### src/rtl/smbm_cmd_ctrl.sv
// Command controller for the sorted-metric bitmap list manager.
// Queues ADD/DELETE/READ requests, issues them one at a time to the list
// manager, waits (with timeout) for completion and returns a response.
// Tracks the list occupancy so that ADD-when-full and DELETE-when-empty are
// rejected locally without touching the list manager.
module smbm_cmd_ctrl #(
    parameter int unsigned BIT_VEC_SIZE       = 128,
    parameter int unsigned BIT_VEC_SIZE_LOG   = 7,
    parameter int unsigned NUM_OF_METRICS     = 4,
    parameter int unsigned NUM_OF_METRICS_LOG = 2,
    parameter int unsigned FIFO_DEPTH         = 4,  // power of 2, >= 2
    parameter int unsigned TIMEOUT            = 8
) (
    input  logic                          clk,
    input  logic                          rst_n,
    // Request channel
    input  logic                          req_valid,
    output logic                          req_ready,
    input  logic [1:0]                    req_op,
    input  logic [BIT_VEC_SIZE_LOG-1:0]   req_id,
    input  logic [8*NUM_OF_METRICS-1:0]   req_metric,
    input  logic [BIT_VEC_SIZE-1:0]       req_in,
    input  logic [NUM_OF_METRICS_LOG-1:0] req_metricX,
    input  logic [2:0]                    req_rd_mode,
    // List-manager channel
    output logic [2:0]                    sm_opcode,
    output logic [2:0]                    sm_opcode_in,
    output logic [BIT_VEC_SIZE_LOG-1:0]   sm_id,
    output logic [7:0]                    sm_metric_val [NUM_OF_METRICS],
    output logic [BIT_VEC_SIZE-1:0]       sm_in,
    output logic [NUM_OF_METRICS_LOG-1:0] sm_metricX,
    input  logic                          sm_done,
    // Response channel
    output logic                          rsp_valid,
    input  logic                          rsp_ready,
    output logic [1:0]                    rsp_op,
    output logic [1:0]                    rsp_err,
    output logic [BIT_VEC_SIZE_LOG:0]     occupancy
);

    localparam int unsigned AW = $clog2(FIFO_DEPTH);
    localparam int unsigned CW = $clog2(FIFO_DEPTH + 1);
    localparam int unsigned TW = $clog2(TIMEOUT + 1);
    localparam int unsigned OW = BIT_VEC_SIZE_LOG + 1;

    localparam logic [1:0] OpAdd  = 2'd0;
    localparam logic [1:0] OpDel  = 2'd1;
    localparam logic [1:0] OpRead = 2'd2;

    localparam logic [1:0] ErrOk      = 2'd0;
    localparam logic [1:0] ErrFull    = 2'd1;
    localparam logic [1:0] ErrEmpty   = 2'd2;
    localparam logic [1:0] ErrTimeout = 2'd3;

    localparam logic [1:0] StIdle  = 2'd0;
    localparam logic [1:0] StIssue = 2'd1;
    localparam logic [1:0] StWait  = 2'd2;
    localparam logic [1:0] StResp  = 2'd3;

    localparam logic [OW-1:0] OccMax = OW'(BIT_VEC_SIZE);

    typedef struct packed {
        logic [1:0]                    op;
        logic [BIT_VEC_SIZE_LOG-1:0]   id;
        logic [8*NUM_OF_METRICS-1:0]   metric;
        logic [BIT_VEC_SIZE-1:0]       vec;
        logic [NUM_OF_METRICS_LOG-1:0] mx;
        logic [2:0]                    rd_mode;
    } req_t;

    req_t            fifo_mem [FIFO_DEPTH];
    logic [AW-1:0]   wr_ptr_q, rd_ptr_q;
    logic [CW-1:0]   cnt_q;
    logic            fifo_full, fifo_empty, push, pop;
    req_t            req_word, head;

    logic [1:0]      state_q, state_d;
    req_t            arg_q, arg_d;
    logic [1:0]      rsp_op_q, rsp_op_d;
    logic [1:0]      rsp_err_q, rsp_err_d;
    logic [OW-1:0]   occ_q, occ_d;
    logic [TW-1:0]   tmr_q, tmr_d;

    assign req_word = '{op: req_op, id: req_id, metric: req_metric, vec: req_in,
                        mx: req_metricX, rd_mode: req_rd_mode};
    assign head       = fifo_mem[rd_ptr_q];
    assign fifo_full  = (cnt_q == CW'(FIFO_DEPTH));
    assign fifo_empty = (cnt_q == '0);
    // No bypass: a pop in this cycle does not make room until the next one.
    assign req_ready  = !fifo_full;
    assign push       = req_valid && req_ready;
    assign pop        = (state_q == StIdle) && !fifo_empty;

    // Request storage; contents need no reset since cnt_q qualifies them.
    always_ff @(posedge clk) begin
        if (push) begin
            fifo_mem[wr_ptr_q] <= req_word;
        end
    end

    // FIFO pointers and fill count.
    always_ff @(posedge clk or negedge rst_n) begin
        if (!rst_n) begin
            wr_ptr_q <= '0;
            rd_ptr_q <= '0;
            cnt_q    <= '0;
        end else begin
            if (push) wr_ptr_q <= wr_ptr_q + AW'(1);
            if (pop)  rd_ptr_q <= rd_ptr_q + AW'(1);
            if (push && !pop)      cnt_q <= cnt_q + CW'(1);
            else if (pop && !push) cnt_q <= cnt_q - CW'(1);
        end
    end

    // Next-state logic for the issue FSM, response fields and occupancy.
    always_comb begin
        state_d   = state_q;
        arg_d     = arg_q;
        rsp_op_d  = rsp_op_q;
        rsp_err_d = rsp_err_q;
        occ_d     = occ_q;
        tmr_d     = tmr_q;
        unique case (state_q)
            StIdle: begin
                if (pop) begin
                    arg_d    = head;
                    rsp_op_d = head.op;
                    state_d  = StIssue;
                    if (head.op == 2'd3) begin
                        rsp_err_d = ErrEmpty;
                        state_d   = StResp;
                    end else if (head.op == OpAdd && occ_q == OccMax) begin
                        rsp_err_d = ErrFull;
                        state_d   = StResp;
                    end else if (head.op == OpDel && occ_q == '0) begin
                        rsp_err_d = ErrEmpty;
                        state_d   = StResp;
                    end
                end
            end
            StIssue: begin
                tmr_d   = '0;
                state_d = StWait;
            end
            StWait: begin
                if (sm_done) begin
                    rsp_err_d = ErrOk;
                    state_d   = StResp;
                    if (arg_q.op == OpAdd && occ_q != OccMax) occ_d = occ_q + OW'(1);
                    if (arg_q.op == OpDel && occ_q != '0)     occ_d = occ_q - OW'(1);
                end else if (tmr_q == TW'(TIMEOUT - 1)) begin
                    rsp_err_d = ErrTimeout;
                    state_d   = StResp;
                end else begin
                    tmr_d = tmr_q + TW'(1);
                end
            end
            StResp: begin
                if (rsp_ready) state_d = StIdle;
            end
            default: state_d = StIdle;
        endcase
    end

    // FSM and argument/response registers.
    always_ff @(posedge clk or negedge rst_n) begin
        if (!rst_n) begin
            state_q   <= StIdle;
            arg_q     <= '0;
            rsp_op_q  <= '0;
            rsp_err_q <= '0;
            occ_q     <= '0;
            tmr_q     <= '0;
        end else begin
            state_q   <= state_d;
            arg_q     <= arg_d;
            rsp_op_q  <= rsp_op_d;
            rsp_err_q <= rsp_err_d;
            occ_q     <= occ_d;
            tmr_q     <= tmr_d;
        end
    end

    // List-manager outputs; arguments come straight from the held argument register.
    always_comb begin
        sm_opcode = 3'b111;
        if (state_q == StIssue) begin
            unique case (arg_q.op)
                OpAdd:   sm_opcode = 3'b000;
                OpDel:   sm_opcode = 3'b001;
                OpRead:  sm_opcode = 3'b010;
                default: sm_opcode = 3'b111;
            endcase
        end
        for (int k = 0; k < NUM_OF_METRICS; k++) begin
            sm_metric_val[k] = arg_q.metric[8*k +: 8];
        end
    end

    assign sm_opcode_in = arg_q.rd_mode;
    assign sm_id        = arg_q.id;
    assign sm_in        = arg_q.vec;
    assign sm_metricX   = arg_q.mx;
    assign rsp_valid    = (state_q == StResp);
    assign rsp_op       = rsp_op_q;
    assign rsp_err      = rsp_err_q;
    assign occupancy    = occ_q;

endmodule
### config.mk
export PLATFORM = sky130hd
export DESIGN_NAME = smbm_cmd_ctrl
export DESIGN_NICKNAME = d
export VERILOG_FILES = /design/src/rtl/smbm_cmd_ctrl.sv
export SDC_FILE = /design/constraint.sdc
export NUM_CORES = 1
export LEC_CHECK = 0
export ABC_AREA = 1
export BUFFER_PORTS_ARGS = -buffer_cell sky130_fd_sc_hd__buf_2
export CORE_UTILIZATION = 53
export CTS_CLUSTER_DIAMETER = 100
export DETAILED_ROUTE_END_ITERATION = 6
export PLACE_DENSITY = 0.8
export REMOVE_ABC_BUFFERS = 1
export SETUP_SLACK_MARGIN = 0.5
export SYNTH_ARGS = -nofsm -noshare
export SYNTH_HDL_FRONTEND = slang
export SYNTH_SLANG_ARGS = --single-unit
### constraint.sdc
create_clock -name clk -period 9 [get_ports clk]
set_input_delay 1.8 -clock clk [delete_from_list [all_inputs] [get_ports clk]]
set_output_delay 1.8 -clock clk [all_outputs]
set_load 0.05 [all_outputs]
[Yosys cells after proc, flatten, opt, wreduce, memory -nomap -nowiden]
Memory sizes are Yosys's and may differ from the RTL's.
Cells that the tools add are included.
Storage, ports and cells
  memory bits (writable): 696
  logic and storage cells: 90
  memories kept: 1
  register bits after elaboration: 197
  bits of input ports: 179
Memories
  fifo_mem: depth 4, bits a word 174, rd ports 1, clocked after memory_dff 0, write ports 1, line 71  | req_t fifo_mem [FIFO_DEPTH];
Operators by class
  reductions and logical operators: 27
  add/subtract/negate cells: 7
  mux-type cells: 25
  eq/ne operators: 17
Operator list (number)
  $mux 2: 12
  $mux 8: 2
  $mux 3: 3
  $pmux 3 s3: 1
  $reduce_and 3->1: 3
  $add 8x1->8 const B: 1
  $eq 2x2->1 const B: 4
  $eq 8x8->1 const B: 1
  $logic_and 1x1->1: 8
  $logic_not 8->1: 1
  $mux 4: 2
  $ne 8x8->1 const B: 1
  $pmux 2 s4: 1
  $pmux 4 s2: 1
  $reduce_bool 2->1: 4
  $reduce_bool 8->1: 1
  $sub 8x1->8 const B: 1
  $eq 2x1->1 const B: 3
  $logic_not 2->1: 3
  $ne 2x2->1 const B: 3
  $add 2x1->2 const B: 2
  $add 4x1->4 const B: 1
  $eq 4x3->1 const B: 1
  $logic_not 1->1: 4
  other kinds (11): 12

[Depth between registers and ports, before layout]
Gate-level depths: netlist of run 1.
An unclocked memory read counts as a cell.
  depth after elaboration: 8
  depth in mapped cells: 15
  depth with buffers taken out: 15

[Worst setup path after synthesis of run 1]
OpenSTA, ideal clock, no wires.
  path kind: input to register
  from: input req_valid
  to: memory fifo_mem[0][0] (netlist bit), enable pin
  stages on the path: 2
  setup slack: -916 ps
  path buffers: 0
  data arrival time: 9205 ps
  library setup time: 711 ps
  cells stage by stage: nand2_1 > nor2_1
On the way
  cells in the longest elaborated chain, start to end: 3
Ends and longest elaborated chain
  start, declared: line 17  | input logic req_valid,
  $logic_and 1x1->1: line 91  | assign push = req_valid && req_ready;
  $mux 1: line 96  | if (push) begin
  $mux 1 (not written as such): line 97  | fifo_mem[wr_ptr_q] <= req_word;
  end, declared: line 71
Every way passes these cells.

[Final worst setup path of run 1]
  from: input req_valid
  to: memory fifo_mem[0][69] (netlist bit), enable pin
The elaborated chain is that of the path after synthesis.

==> metrics.md, run 1 <==
| Metric | Value |
|---|---|
| # setup viols final | 0 |
| Unique cell type count in the Yosys netlist | 41 |
| Row cnt | 92 |
| CTS Sinks | 893 |
| Combinational Power Share | 36.5% |
| Full die area | 64580 um^2 |
| Unrepaired setup endpoints after global routing | false |
| Area leader, netlist | edfxtp_1 |
| Post-synth EDFFs | 696 |
| Ys Warns | 0 |
| Clock transition at path regs | 0.06 ns |
| Post-route DRC | 0 |
| Antenna viol nets, final | 0 |
| Pint | 0.009197 W |
| Max-slew violation count | 0 |
| Peak supply drop | 341.0 uV |
| Clk buf depth | 3 |
| Chip height | 254.1 um |
| PwrDens | 398.1 nW/um^2 |
| Leakage power total | 14.33 nW |
| I/O pin count | 368 |
| # fillers | 4571 |
| Drt total wl | 79430 um |
| Root Buffer | clkbuf_16 |
| Worst EP required | 9.25 ns |
| Final hold vios | 0 |
| Mapped cell area | 33690 um^2 |
| H-tree Lvls | 3 |
| Number of synthesized register bits | 893 |
| Setup Fix Bufs, Post-CTS | 0 |
| Router iterations before antenna repair | 5 |
| Worst slew pin tran | 1.147 ns |
| Slowest cell on the critical path | buf_4 |
| Maximum capacitance violations | 0 |
| Cell Area, Placed | 36230 um^2 |
| Period utilisation layout | 44.90% |
| Post-Syn Area per Cell | 12.76 um^2 |
| Number of buffers and inverters on the critical path | 3 |
| Total Routing Usage GR | 24.40% |
| GPL Wtd Cong | 0.8133 |
| Initial antenna violation count | 27 |
| NetSw | 0.006432 W |
| DR vias | 21899 |
| WS Path Type | in -> reg |
| Sequential cell area | 25840 um^2 |
| Fmax | 247.4 MHz |
| Period minus WS final | 4.041 ns |
| Post-synth top area share | 62.03% |
| Largest delay share family, worst path | buffers and inverters |
| Nets | 3153 |
| Sequential cell area fraction in the yosys report | 76.66% |
| Grt ovf | 0 |
| Worst stage delay on the critical path | 0.70 ns |
| Placed cells | 3719 |
| Post-DP HPWL | 43740 um |
| Core area | 62970 um^2 |
| Area grow syn2layout | 16.53% |
| Drt wl/cell | 20.35 um |
| Tot Pwr | 0.01563 W |
| Port Buf Inserts | 367 |
| Largest fanout on the critical path | 110 |
| Worst hold path class | reg -> reg |
| Initial Util | 53.51% |
| DIE WIDTH | 254.1 um |
| Worst EP arrival | 4.29 ns |
| CTS Hold Bufs | 0 |
| Hold Slack | 0.4991 ns |
| Post-synth ARST share | 22.06% |
| Reg power frac | 39.6% |
| Post-synthesis cell count | 2640 |
| Main synth FF type | edfxtp_1 |
| Clk_skew | 0.02208 ns |
| Initial DRC count | 2182 |
| Net Sw Frac | 41.15% |
| Largest net degree at the start of global routing | 203 |
| CP startpoint kind | input pin |
| Post-CTS sizing | 0 |
| Worst-Skew Late Latency | 0.64 ns |
| Synth area leaders | edfxtp_1 62%, dfrtp_1 15%, nor2_1 9.8%, o21ai_0 5.3%, a31oi_1 3.2% |
| PnR worst setup slack | 4.959 ns |
| Status | finished clean |
| Pre-CTS setup slack | 4.334 ns |
| CTS tree | built |
| FF-to-FF setup slack | 5.08 ns |
| Critical path, cell by cell | buf_2 > nand2_1 > nor2_4 > buf_12 > buf_4 |
| Clock Power Share | 23.9% |
| Layout cells sized above 1 | 18.45% |
| Cell area after layout | 39260 um^2 |
| Max transition margin | 23.50% |
| Number of global-route vias before repair | 21877 |
| CTS buffer count | 87 |
| First-pass GRT wire length | 120200 um |
| Multi-input logic area | 7103 um^2 |
| Fin cells | 3904 |
| Crit path capture type | flop |
| Via density | 5.609 |
-- sequential cells by signal (all words and copies together) (netlist names), 3 cells and up --
name	cells
fifo_mem	696
sm_in	128
sm_metric_val	32
occupancy	8
sm_id	7
tmr_q	4
cnt_q	3
sm_opcode_in	3
-- worst register-to-register path, cell delays in order, from the launching register on --
cell,delay (ns)
dfrtp_4,0.77
inv_8,0.62
buf_4,0.97
buf_4,0.87
o21ai_0,0.34
a31oi_1,0.25
-- kinds of logic after synthesis --
family | after synthesis | synth area share, %
flip-flops | 893 | 76.66
buffers and inverters | 194 | 2.343
AO/OA/AOI/OAI | 553 | 9.091
adder cells (fa/ha/maj) | 12 | 0.4679
AND/OR/NAND/NOR | 982 | 11.28
XOR/XNOR | 6 | 0.1560
-- final timing paths --
kind | end | from | cells after the start
max | fifo_mem[0][69] | req_valid | 5
min | rsp_err[0] | rsp_err[0] | 2
max reg2reg | sm_in[123] | rd_ptr_q[0] | 5
min reg2reg | rsp_err[0] | rsp_err[0] | 2
max in group asynchronous | rd_ptr_q[0] | rst_n | 2
min in group asynchronous | sm_metric_val[12] | rst_n | 1
-- Yosys cell counts, types with 2 or more instances --
| cell | instances |
|---|---|
| buf_1 | 23 |
| inv_1 | 35 |
| a31oi_1 | 173 |
| nand4_1 | 2 |
| nand3_1 | 25 |
| o21ai_0 | 356 |
| nand3_2 | 2 |
| nand2_1 | 62 |
| buf_4 | 2 |
| xor2_1 | 5 |
| a21oi_1 | 7 |
| edfxtp_1 | 696 |
| o21ai_2 | 3 |
| ha_1 | 11 |
| nor2_1 | 879 |
| buf_2 | 37 |
| o21ai_1 | 4 |
| clkbuf_1 | 91 |
| inv_2 | 5 |
| nand2_2 | 5 |
| dfrtp_1 | 197 |
-- cell type report --
cell class / instances / share of cell area, %
multi-input cells: 1553 / 18.09
inverters: 40 / 0.4334
repair buffers: 387 / 5.246
diodes: 23 / 0.1466
well taps: 846 / 2.696
clock inverters: 48 / 1.390
clock buffers: 114 / 6.186
flip-flops and latches: 893 / 65.81
-- per-layer routing --
metal / share of wire (%) / global-route usage (%)
met4: 3.7 / 10.52
met5: 0.19 / 0
met1: 39 / 30.75
met3: 8.3 / 6.124
met2: 49 / 40.28
-- metrics by stage --
stage,utilization [%],TNS (ns)
finish,62.35,0
global route,62.31,0
CTS,62.26,0
detailed placement,57.54,0
global placement,57.54,0
floorplan,-,-1073.55
-- placed cells by master, fill, tap and decap left out, types with 8 or more instances in the layout --
cell	Yosys	final
ha_1	11	11
dfrtp_1	197	195
inv_1	35	34
buf_4	2	15
buf_2	37	366
clkinv_2	0	19
clkbuf_1	91	12
clkinv_1	0	8
a31oi_1	173	173
edfxtp_1	696	696
nor2_1	879	875
o21ai_0	356	356
clkbuf_16	0	87
nand3_1	25	25
bufinv_16	0	10
diode_2	0	23
clkbuf_8	0	15
nand2_1	62	62
-- power groups by stage --
| stage | sequential (W) | clock (W) | combinational [W] |
|---|---|---|---|
| 6_report | 0.00620 | 0.00373 | 0.00570 |
| 5_1_grt | 0.00629 | 0.00394 | 0.00621 |
| 4_1_cts | 0.00619 | 0.00378 | 0.00573 |
| 3_5_place_dp | 0.00626 | 0 | 0.00569 |
| 3_3_place_gp | 0.00620 | 0 | 0.00548 |
| 2_1_floorplan | 0.00786 | 0 | 0.00270 |
Power figures use the tool's default switching activity.
==> run 2, diff against run 1 <==
Settings changed: CORE_UTILIZATION 53 to 55, PLACE_DENSITY 0.8 to 0.79.
Clock period 9 ns to 3.95 ns, I/O delays scaled along.
==> metrics.md, run 2 (synthesized netlist as in run 1, its figures left out) <==
| Metric | Value |
|---|---|
| Root Buffer | clkbuf_16 |
| Most frequent cells in the layout | 875 x nor2_1, 696 x edfxtp_1, 366 x buf_2 |
| # setup viols final | 0 |
| Cell area after layout | 39510 um^2 |
| GPL Wtd Cong | 0.8745 |
| Chip height | 249.5 um |
| Area grow syn2layout | 17.27% |
| Critical R2R Capture | sm_in[47] |
| Port Buf Inserts | 367 |
| CP startpoint kind | flop |
| Cell Area, Placed | 36440 um^2 |
| CTS tree | built |
| Number of global-route vias before repair | 22296 |
| CTS Hold Bufs | 0 |
| CTS Sinks | 893 |
| H-tree Lvls | 3 |
| I/O pin count | 368 |
| Initial Util | 55.72% |
| Crit path capture type | flop |
| Worst hold path class | in -> async |
| Largest fanout on the critical path | 161 |
| Max-slew violation count | 0 |
| FF-to-FF setup slack | 1.24 ns |
| Peak supply drop | 661.0 uV |
| Maximum capacitance violations | 0 |
| Period utilisation layout | 68.53% |
| Drt total wl | 80500 um |
| First-pass GRT wire length | 123800 um |
| Period minus WS final | 2.707 ns |
| WS Path Type | reg -> reg |
| Reg-to-reg startpoint | rd_ptr_q[0] |
| Final hold vios | 0 |
| Max reg flops | 696 |
| Worst slew pin tran | 1.106 ns |
| Leakage power total | 14.46 nW |
| Critical path, cell by cell | inv_8 > buf_12 > o21ai_0 > a31oi_1 |
| Unrepaired setup endpoints after global routing | false |
| Max transition margin | 26.09% |
| Post-DP HPWL | 44700 um |
| DIE WIDTH | 249.5 um |
| Grt ovf | 0 |
| Slowest cell on the critical path | dfrtp_4 |
| Post-route DRC | 0 |
| Hold Slack | 0.2277 ns |
| Largest delay share family, worst path | buffers and inverters |
| Full die area | 62250 um^2 |
| Initial DRC count | 2228 |
| Most flops, register | fifo_mem |
| PwrDens | 912.8 nW/um^2 |
| Worst stage delay on the critical path | 0.77 ns |
| Layout cells sized above 1 | 18.78% |
| Drt wl/cell | 20.88 um |
| Largest net degree at the start of global routing | 175 |
| Clock transition at path regs | 0.06 ns |
| Worst EP required | 4.50 ns |
| Post-CTS sizing | 0 |
| Number of buffers and inverters on the critical path | 2 |
| Router iterations before antenna repair | 6 |
| Antenna viol nets, final | 0 |
| Worst-Skew Late Latency | 0.65 ns |
| Fmax | 369.4 MHz |
| CTS buffer count | 89 |
| Clk_skew | 0.02610 ns |
| Core area | 60470 um^2 |
| DR vias | 22218 |
| Commonest non-fill, non-tap cell in the layout | nor2_1 |
| Clk buf depth | 3 |
| Nets | 3172 |
| Initial antenna violation count | 32 |
| Worst r2r path cells | 4 |
| Worst EP arrival | 3.25 ns |
| Total Routing Usage GR | 25.84% |
| Setup Fix Bufs, Post-CTS | 0 |
| Via density | 5.763 |
| Status | finished clean |
| # fillers | 4078 |
| Row cnt | 90 |
-- run 2: where the power goes --
part / internal (W) / switching, W / total (W) / leakage, nW
combinational: 0.00333 / 0.0102 / 0.0136 / 4.41
sequential: 0.0128 / 0.00110 / 0.0139 / 8.59
clock: 0.00510 / 0.00352 / 0.00861 / 1.46
-- run 2: final cells by class --
| class | count | area [um^2] | share of cell area (%) |
|---|---|---|---|
| flip-flops and latches | 893 | 25840 | 65.39 |
| multi-input cells | 1553 | 7103 | 17.98 |
| repair buffers | 404 | 2350 | 5.947 |
| clock buffers | 118 | 2437 | 6.169 |
| well taps | 782 | 978.4 | 2.476 |
| inverters | 40 | 170.2 | 0.4307 |
| clock inverters | 49 | 595.6 | 1.507 |
| diodes | 16 | 40.04 | 0.1013 |
-- run 2: stage by stage --
step	TNS, ns	worst slack (ns)	utilization, %	instances	power [W]
after global routing	0	1.087	65.31	3848	0.03780
after CTS	0	1.234	65.27	3839	0.03616
after floorplan	-4964.12	-7.807	-	2486	0.02359
after detailed placement	0	1.054	60.26	3672	0.02749
final	0	1.243	65.34	3855	0.03606
after global placement	0	1.126	60.26	3672	0.02686
-- run 2: worst max-delay path by stage --
| stage | startpoint | endpoint | slack [ns] | cells after the start |
|---|---|---|---|---|
| finish | rd_ptr_q[0] | sm_in[47] | 1.24 | 4 |
| global route | rd_ptr_q[0] | sm_in[102] | 1.09 | 4 |
| CTS | cnt_q[0] | fifo_mem[1][112] | 1.23 | 5 |
| detailed placement | req_valid | fifo_mem[1][62] | 1.05 | 4 |
| global placement | req_valid | fifo_mem[1][62] | 1.13 | 4 |
| floorplan | rd_ptr_q[0] | rsp_err[0] | -7.81 | 11 |
-- run 2: worst register-to-register path, stage by stage, from the launching register on --
cell	delay, ns
dfrtp_4	0.77
inv_8	0.69
buf_12	0.53
o21ai_0	0.40
a31oi_1	0.23
-- run 2: per-layer routing --
| metal | global-route usage [%] | wire (um) | vias up |
|---|---|---|---|
| li1 | - | - | 10049 |
| met1 | 33.19 | 30820 | 10949 |
| met2 | 42.23 | 39430 | 1000 |
| met3 | 6.623 | 7611 | 188 |
| met4 | 10.48 | 2421 | 32 |
| met5 | 0 | 214 | - |
